--- src/rtl/jtbubl_snd_post.sv ---
// jtbubl_snd_post
// Post-processing stage for the sound core output. Each new sample (a rising
// edge on sample_in) goes through four steps. The FSM captures it, removes DC
// with a single-pole high-pass filter, applies the fx-level gain with
// saturation, and scales it by a click-free volume ramp. The result is then
// handed to the mixer with its own one-cycle strobe. One sample is in flight
// at a time, and the add stage is shared between the HPF and GAIN steps.
//
// Ports:
//   clk        system clock, rising edge
//   rstn       asynchronous reset, active low
//   snd_in     signed 16-bit sample from the sound core
//   sample_in  new-sample indicator (rising edge = new sample)
//   fxlevel    gain select: 0 x0.5, 1 x1, 2 x1.5, 3 x2
//   enable     1 ramps volume up to unity, 0 ramps it down to silence
//   snd_out    signed processed sample, held between samples
//   sample_out one-cycle pulse when snd_out updates
//   clip       one-cycle pulse with sample_out if HPF or GAIN saturated
//   overrun    one-cycle pulse when a sample edge arrives while busy
module jtbubl_snd_post #(
    parameter int DCW        = 8,
    parameter bit BYPASS_HPF = 1'b0
) (
    input  logic        clk,
    input  logic        rstn,
    input  logic [15:0] snd_in,
    input  logic        sample_in,
    input  logic [1:0]  fxlevel,
    input  logic        enable,
    output logic [15:0] snd_out,
    output logic        sample_out,
    output logic        clip,
    output logic        overrun
);

    typedef enum logic [1:0] {
        ST_IDLE = 2'd0,
        ST_HPF  = 2'd1,
        ST_GAIN = 2'd2,
        ST_OUT  = 2'd3
    } state_t;

    state_t             state_r;
    state_t             state_s;
    logic               sample_in_r;
    logic               edge_s;
    logic signed [15:0] xr_r;
    logic signed [15:0] x1_r;
    logic signed [15:0] y1_r;
    logic signed [15:0] g_r;
    logic        [4:0]  vol_r;
    logic               sat_r;
    logic signed [17:0] add_a_s;
    logic signed [17:0] add_b_s;
    logic signed [17:0] sum_s;
    logic signed [15:0] y_s;
    logic               hpf_sat_s;
    logic signed [19:0] g_ext_s;
    logic signed [19:0] vol_ext_s;
    logic signed [19:0] prod_s;
    logic        [3:0]  unused_prod_lsb_s;
    logic        [3:0]  unused_prod_msb_s;

    function automatic logic signed [17:0] sext18(input logic signed [15:0] v);
        sext18 = {{2{v[15]}}, v};
    endfunction

    // True when an 18-bit value does not fit in 16 signed bits
    function automatic logic ovf16(input logic signed [17:0] v);
        ovf16 = !((v[17:15] == 3'b000) || (v[17:15] == 3'b111));
    endfunction

    function automatic logic signed [15:0] sat16(input logic signed [17:0] v);
        if (!ovf16(v)) begin
            sat16 = v[15:0];
        end else if (v[17]) begin
            sat16 = 16'sh8000;
        end else begin
            sat16 = 16'sh7FFF;
        end
    endfunction

    assign edge_s = sample_in & ~sample_in_r;

    // Shared adder: the operand selection depends on the current step
    always_comb begin
        add_a_s = 18'sd0;
        add_b_s = 18'sd0;
        case (state_r)
            ST_HPF: begin
                add_a_s = sext18(xr_r) - sext18(x1_r);
                add_b_s = sext18(y1_r) - sext18(y1_r >>> DCW);
            end
            ST_GAIN: begin
                // y1_r already holds this sample's HPF output
                case (fxlevel)
                    2'd0: begin
                        add_a_s = sext18(y1_r >>> 1);
                        add_b_s = 18'sd0;
                    end
                    2'd1: begin
                        add_a_s = sext18(y1_r);
                        add_b_s = 18'sd0;
                    end
                    2'd2: begin
                        add_a_s = sext18(y1_r);
                        add_b_s = sext18(y1_r >>> 1);
                    end
                    2'd3: begin
                        // y <<< 1 computed as y + y
                        add_a_s = sext18(y1_r);
                        add_b_s = sext18(y1_r);
                    end
                    default: begin
                        add_a_s = 18'sd0;
                        add_b_s = 18'sd0;
                    end
                endcase
            end
            default: begin
                add_a_s = 18'sd0;
                add_b_s = 18'sd0;
            end
        endcase
    end

    assign sum_s = add_a_s + add_b_s;

    // HPF result, or the raw sample when the filter is bypassed
    always_comb begin
        if (BYPASS_HPF) begin
            y_s       = xr_r;
            hpf_sat_s = 1'b0;
        end else begin
            y_s       = sat16(sum_s);
            hpf_sat_s = ovf16(sum_s);
        end
    end

    // Volume scaling: |g*16| fits exactly in 20 signed bits
    assign g_ext_s           = {{4{g_r[15]}}, g_r};
    assign vol_ext_s         = {15'd0, vol_r};
    assign prod_s            = g_ext_s * vol_ext_s;
    assign unused_prod_lsb_s = prod_s[3:0];
    assign unused_prod_msb_s = prod_s[19:16];

    // Next-state logic: a fixed four-step walk started by a sample edge
    always_comb begin
        state_s = state_r;
        case (state_r)
            ST_IDLE: begin
                if (edge_s) begin
                    state_s = ST_HPF;
                end else begin
                    state_s = ST_IDLE;
                end
            end
            ST_HPF:  state_s = ST_GAIN;
            ST_GAIN: state_s = ST_OUT;
            ST_OUT:  state_s = ST_IDLE;
            default: state_s = ST_IDLE;
        endcase
    end

    // Datapath registers, FSM state and output pulses
    always_ff @(posedge clk or negedge rstn) begin
        if (!rstn) begin
            state_r     <= ST_IDLE;
            sample_in_r <= 1'b0;
            xr_r        <= 16'sd0;
            x1_r        <= 16'sd0;
            y1_r        <= 16'sd0;
            g_r         <= 16'sd0;
            vol_r       <= 5'd0;
            sat_r       <= 1'b0;
            snd_out     <= 16'd0;
            sample_out  <= 1'b0;
            clip        <= 1'b0;
            overrun     <= 1'b0;
        end else begin
            state_r     <= state_s;
            sample_in_r <= sample_in;
            sample_out  <= 1'b0;
            clip        <= 1'b0;
            overrun     <= edge_s & (state_r != ST_IDLE);
            case (state_r)
                ST_IDLE: begin
                    if (edge_s) begin
                        xr_r  <= snd_in;
                        sat_r <= 1'b0;
                    end
                end
                ST_HPF: begin
                    x1_r  <= xr_r;
                    y1_r  <= y_s;
                    sat_r <= hpf_sat_s;
                end
                ST_GAIN: begin
                    g_r   <= sat16(sum_s);
                    sat_r <= sat_r | ovf16(sum_s);
                end
                ST_OUT: begin
                    snd_out    <= prod_s[19:4];
                    sample_out <= 1'b1;
                    clip       <= sat_r;
                    // The volume steps once per output sample, after it is used
                    if (enable) begin
                        if (vol_r < 5'd16) begin
                            vol_r <= vol_r + 5'd1;
                        end
                    end else if (vol_r > 5'd0) begin
                        vol_r <= vol_r - 5'd1;
                    end
                end
                default: begin
                    sat_r <= 1'b0;
                end
            endcase
        end
    end

endmodule

--- config.mk ---
export PLATFORM = sky130hd
export DESIGN_NAME = jtbubl_snd_post
export DESIGN_NICKNAME = d
export VERILOG_FILES = /design/src/rtl/jtbubl_snd_post.sv
export SDC_FILE = /design/constraint.sdc
export NUM_CORES = 1
export LEC_CHECK = 0
export CORE_UTILIZATION = 50
export DETAILED_ROUTE_END_ITERATION = 8
export GPL_TIMING_DRIVEN = 0
export PLACE_DENSITY = 0.75
export REMOVE_ABC_BUFFERS = 1
export SYNTH_ARGS = -nofsm -noshare
export SYNTH_HDL_FRONTEND = slang
export SYNTH_SLANG_ARGS = --single-unit
--- constraint.sdc ---
create_clock -name clk -period 4.75 [get_ports clk]
set_clock_uncertainty 0.15 [all_clocks]
set_input_delay 0.475 -clock clk [delete_from_list [all_inputs] [get_ports clk]]
set_output_delay 0.475 -clock clk [all_outputs]
set_load 0.01 [all_outputs]
Word-level counts from Yosys, hierarchy flattened
Cells that the tools add are included.
{"block": "word_totals", "input_bits": 22, "out_inout_bits": 19, "mem_count": 0, "romBits": 0, "latch_bits": 0, "elab_cells": 61, "mem_bits_rw": 0, "reg_bits": 92}
{"block": "op_classes", "n_div": 0, "muxes": 15, "n_bitwise": 4, "n_reduce_logical": 13, "shift": 0, "add_sub_neg": 5, "eq_ne": 9, "n_lt_le_gt_ge": 2, "mul": 1}
{"operator": "one-hot mux 18 bit (2 select lines)", "n": 3}
{"operator": "one-hot mux 18 bit (3 select lines)", "n": 1}
{"operator": "2-to-1 mux 16 bit", "n": 2}
{"operator": "multiplier 16 x 6 -> 20 bit", "n": 1}
{"operator": "adder 18 bit", "n": 1}
{"operator": "subtractor 16 x 16 -> 17 bit", "n": 1}
{"operator": "subtractor 16 x 8 -> 17 bit", "n": 1}
{"operator": "2-to-1 mux 5 bit", "n": 3}
{"operator": "equality test 2 bit (second input constant)", "n": 4}
{"operator": "one-hot mux 2 bit (4 select lines)", "n": 1}
{"operator": "adder 5 x 1 -> 5 bit (second input constant)", "n": 1}
{"operator": "greater-than comparator 5 x 1 -> 1 bit (second input constant)", "n": 1}
{"operator": "less-than comparator 5 bit (second input constant)", "n": 1}
{"operator": "subtractor 5 x 1 -> 5 bit (second input constant)", "n": 1}
{"operator": "equality test 2 x 1 -> 1 bit (second input constant)", "n": 2}
{"operator": "zero test 2 bit", "n": 2}
{"operator": "2-to-1 mux 1 bit", "n": 4}
{"operator": "AND reduction 2 bit", "n": 2}
{"operator": "nonzero test 2 bit", "n": 2}
{"operator": "equality test 3 bit (second input constant)", "n": 1}
{"operator": "zero test 3 bit", "n": 1}
{"operator": "one-hot mux 1 bit (3 select lines)", "n": 1}
{"operator": "AND reduction 3 bit", "n": 1}
{"operator": "nonzero test 3 bit", "n": 1}
{"operator": "other kinds (9)", "n": 10}

Logic depth before layout (Yosys ltp)
{"block": "logic_depth", "ltp_word": 10, "depth_mapped": 21, "ltp_nobuf": 20}

Least setup slack after synthesis
No wires, ideal clock.
{"block": "synth_path", "kind": "reg-to-reg", "from": "register vol_r[0]", "to": "register snd_out[14]", "arrival_time_ns": 4.218, "t_required_ns": 4.475, "setup_time_ns": 0.125, "setup_slack_ns": 0.257, "period_less_slack_ns": 4.493, "n_path_buf": 2, "stages_incl_launch_ff": 17, "cell_sequence": "dfrtp_1 > clkbuf_1 > clkbuf_1 > nand2_1 > fa_1 > inv_1 > fa_1 > fa_1 > ha_1 > nand2_1 > o31a_1 > o211ai_1 > a31oi_1 > o2111ai_1 > a21oi_1 > xnor2_1 > mux2_2"}
{"block": "synth_via", "elab_chain_cells": 1}
{"element": "start, declared", "line": "51", "source": "logic [4:0] vol_r;"}
{"element": "start signal, assigned", "line": "209", "source": "vol_r <= vol_r + 5'd1;"}
{"element": "start signal, assigned", "line": "212", "source": "vol_r <= vol_r - 5'd1;"}
{"element": "multiplier 16 x 6 -> 20 bit", "line": "143", "source": "assign prod_s = g_ext_s * vol_ext_s;"}
{"element": "end signal, assigned", "line": "203", "source": "snd_out <= prod_s[19:4];"}
{"element": "end, declared", "line": "30", "source": "output logic [15:0] snd_out,"}
Every way passes these cells.
A chain may end at the register's enable or synchronous reset.

Worst setup path in the final report
{"block": "layout_path", "from": "register xr_r[0]", "to": "register sat_r"}
{"block": "layout_via", "elab_chain_cells": 8, "word_cells_on_any_way": 9, "classes_between": "add/sub (2); eq/ne (1); mux (2); bitwise (1); reduce/logical (3)"}
{"element": "start, declared", "line": "47", "source": "logic signed [15:0] xr_r;"}
{"element": "start signal, assigned", "line": "189", "source": "xr_r <= snd_in;"}
{"element": "subtractor 16 x 16 -> 17 bit *", "line": "91", "source": "add_a_s = sext18(xr_r) - sext18(x1_r);"}
{"element": "one-hot mux 18 bit (2 select lines) *", "line": "89", "source": "case (state_r)"}
{"element": "adder 18 bit *", "line": "127", "source": "assign sum_s = add_a_s + add_b_s;"}
{"element": "equality test 3 bit or zero test 3 bit (tied branches)", "line": "70", "source": "ovf16 = !((v[17:15] == 3'b000) || (v[17:15] == 3'b111));"}
{"element": "logical OR 1 bit *", "line": "70"}
{"element": "zero test 1 bit *", "line": "70"}
{"element": "bitwise OR 1 bit", "line": "200", "source": "sat_r <= sat_r | ovf16(sum_s);"}
{"element": "one-hot mux 1 bit (3 select lines) *", "line": "186", "source": "case (state_r)"}
{"element": "end signal, assigned", "line": "196", "source": "sat_r <= hpf_sat_s;"}
{"element": "end signal, assigned", "line": "200"}
{"element": "end, declared", "line": "52", "source": "logic sat_r;"}
Every way passes the cells marked *; elsewhere a longest branch is shown, timed or not.

==> metrics.md <==
| Metric | Value |
|---|---|
| Hold Worst Slack | 0.343 ns |
| Worst-case reg-to-reg path depth | 20 |
| Post-route setup TNS | 0 ns |
| Setup violators final | 0 |
| Post-route setup slack | ~0.086 ns |
| FF-to-FF setup slack | between 0.08 and 0.09 ns |
| Worst-path clk slew | ~0.070 ns |
| Final slew viol count | 0 |
| RePlAce Congestion | just under 0.9 |
| Initial DRC count | between 400 and 500 |
| Ys Warns | 0 |
| P&R area growth vs syn | 15.3% |
| Final wirelength | 19.1 mm |
| Relative slew slack | between 40% and 50% |
| Syn avg cell area | between 9 and 10 um^2 |
| Number of flops mapped to enable cells by yosys | 0 |
| Post-synthesis sequential area ratio | between 20% and 30% |
| Hold Crit Class | flip-flop to flip-flop |
| Dpl ws | -1.67 ns |
| Pre-Repair DR Iteration Count | 7 |
| Worst Hold Path EP | clip |
| Most frequent cells in the layout | 83 x dfrtp_1, 80 x nand2_1, 80 x ha_1, 78 x inv_1, 65 x a21oi_1 |
| Port Buf Inserts | 40 |
| Starting density of the core | between 50% and 60% |
| Placed insts | 1210 |
| Hpwl dp | approximately 14 mm |
| Via count | 7000 |
| DRC viols | 0 |
| I/O pins | 41 |
| Root buffer cell | clkbuf_16 |
| Syn Std Cell Area | about 9100 um^2 |
| Global-route wire length before repair | just over 30 mm |
| GRT Residual Overflow | 0 |
| Die W | approximately 140 um |
| Hold Path Stages | 1 |
| Outcome | finished, final reports clean |
| Pin count of the biggest net entering global routing | 70 |
| Post-DR vias/cell | 5.59 |
| Die Area | between 15000 and 20000 um^2 |
| Max FO, Critical Path | 7 |
| CTS tree | done |
| RSZ-0062 raised after global routing | yes |
| Arrival time at the worst endpoint | ~4.8 ns |
| FF+latch count, synth | slightly above 90 |
| Diode count | 0 |
| CP Capture Type | flip-flop |
| Fmax | ~210 MHz |
| H-tree level count | 3 |
| Period Utilization, post-route | 98.2% |
| Worst slew pin tran | slightly below 0.9 ns |
| Max Cap Viol | 0 |
| Hold_sp | sat_r |
| Synth async-reset ratio | between 90% and 100% |
| Setup CP Type | flip-flop to flip-flop |
| Routed length per instance | between 15 and 20 um |
| Core area | about 17000 um^2 |
| Initial antenna violation count | 0 |
| Final critical-path required period | ~4.7 ns |
| Predominant post-synthesis flop cell | dfrtp_1 |
| Most common cell after layout, fill and taps aside | dfrtp_1 |
| Final Hold Fails | 0 |
| Vias in the first global route | approximately 6400 |
| Die height | 137 um |
| Post-synthesis cell count | 977 |
| Area contributors post-synth | dfrtp_1 25%, ha_1 12%, fa_1 11% |
| Startpoint Class | flip-flop |
| Routed Antenna Nets | 0 |
| Post-synth top area cell | dfrtp_1 |
| Top cell type's share of synthesized area | 25.4% |
| Cts bufs inserted | 9 |
| Clk buf depth | 2 |
| Number of cell rows | 48 |
| Layout Cells excl Fill | 1253 |
| Share of cells above drive strength 1 | between 15 and 20% |
| Yosys cell types | between 60 and 70 |
| Total track usage | between 20% and 30% |
| R2R Path Start | xr_r[0] |
| Worst skew pair latency | around 0.36 ns |
| Worst reg2reg endpoint | sat_r |
| Clock Sinks | between 90 and 100 |
| Net count, final | between 1000 and 1500 |
| Worst path required time | 4.85 ns |
-- cell families (layout without fill, tap and decap cells) --
kind of cell / Yosys count / count (layout) / share of synthesized area, %
AND/OR/NAND/NOR: 260 / 260 / 14.3
AO/OA/AOI/OAI: 238 / 238 / 17.0
adder cells (fa/ha/maj): 139 / 139 / 23.4
buffers and inverters: 114 / 165 / 5.07
flip-flops: 92 / 92 / 25.4
multiplexers: 76 / 76 / 9.12
XOR/XNOR: 58 / 58 / 5.61
-- metal layers --
metal	global-route usage [%]	wire [um]	up-vias	share of wire, %
met5	0	0	-	0
met4	5.12	250	0	1.3
met3	3.07	595	15	3.1
met2	36.2	9480	130	50
met1	26.3	8770	3366	46
li1	-	-	3489	-
-- synthesized netlist by cell type (4+ instances only) --
cell type and number:
dfrtp_1 92, ha_1 89, nand2_1 82, inv_1 79, a21oi_1 72, and2_1 54
mux2_2 52, fa_1 50, o21ai_0 49, nor2_1 46, xnor2_1 39, clkbuf_1 25
mux2i_1 24, o22ai_1 21, xor2_1 19, a21o_1 17, o21a_1 17, nor2b_1 15
nand3_1 13, nor3_1 12, nand2b_1 9, a211oi_1 8, a31oi_1 8, o21bai_1 7
a21oi_2 6, o211ai_1 6, and3_1 5, or3_1 5, a211o_1 4, nand4_1 4
-- final cells by class --
cell class	instances	area [um^2]
flip-flops and latches	92	2320
inverters	80	303
repair buffers	69	692
fillers	1477	7040
multi-input cells	771	6540
clock buffers	10	229
well taps	225	282
clock inverters	6	71.3
-- sequential cells by signal, indices dropped and copies added, names as in the netlist, 2 cells and up --
name and flops:
g_r 16, snd_out 16, state_r 2, vol_r 5, x1_r 16, xr_r 16, y1_r 16
-- worst max-delay path, stage by stage, from the launching register on --
cell and delay (ns):
dfrtp_1 0.39, inv_1 0.06, ha_2 0.20, fa_2 0.22, nor2b_1 0.05, o21ai_1 0.20
a21oi_2 0.10, o21a_1 0.20, o31a_1 0.34, o41ai_4 0.39, nor4_1 0.11, or3_4 0.37
ha_4 0.32, nand3_1 0.14, nor3_2 0.23, a211oi_2 0.07, xnor2_2 0.29, a21boi_4 0.13
clkbuf_16 0.18, nand2b_1 0.16, a32o_1 0.26
-- how the worst max path moves through the flow --
stage / startpoint / end / slack (ns) / depth (start not counted)
after detailed placement: fxlevel[0] / y1_r[2] / -1.67 / 15
after global routing: xr_r[0] / y1_r[7] / -0.07 / 22
final: xr_r[0] / sat_r / 0.09 / 20
after global placement: state_r[1] / y1_r[0] / -1.75 / 14
after CTS: xr_r[0] / g_r[7] / 0.04 / 22
after floorplan: state_r[1] / y1_r[2] / -0.07 / 14
-- through the flow --
stage / util, % / area, um^2
detailed placement: 55.1 / 9620
CTS: 57.6 / 10100
floorplan: - / 8890
global route: 59.7 / 10400
global placement: 54.8 / 9570
finish: 59.7 / 10400
-- what timing repair did --
| action | 4_1_cts | 5_1_grt |
|---|---|---|
| gates resized for setup | 19 | 54 |
| buffers inserted | 8 | 17 |
| pin swaps | 5 | 27 |
| gates cloned | 0 | 1 |
| endpoints found under the setup margin | 34 | 33 |
| hold endpoints to repair | 23 | 0 |
| hold buffers | 1 | 0 |
Power is not shown: default switching activity piles up to over one toggle a cycle in this logic, so the estimate is an artifact.
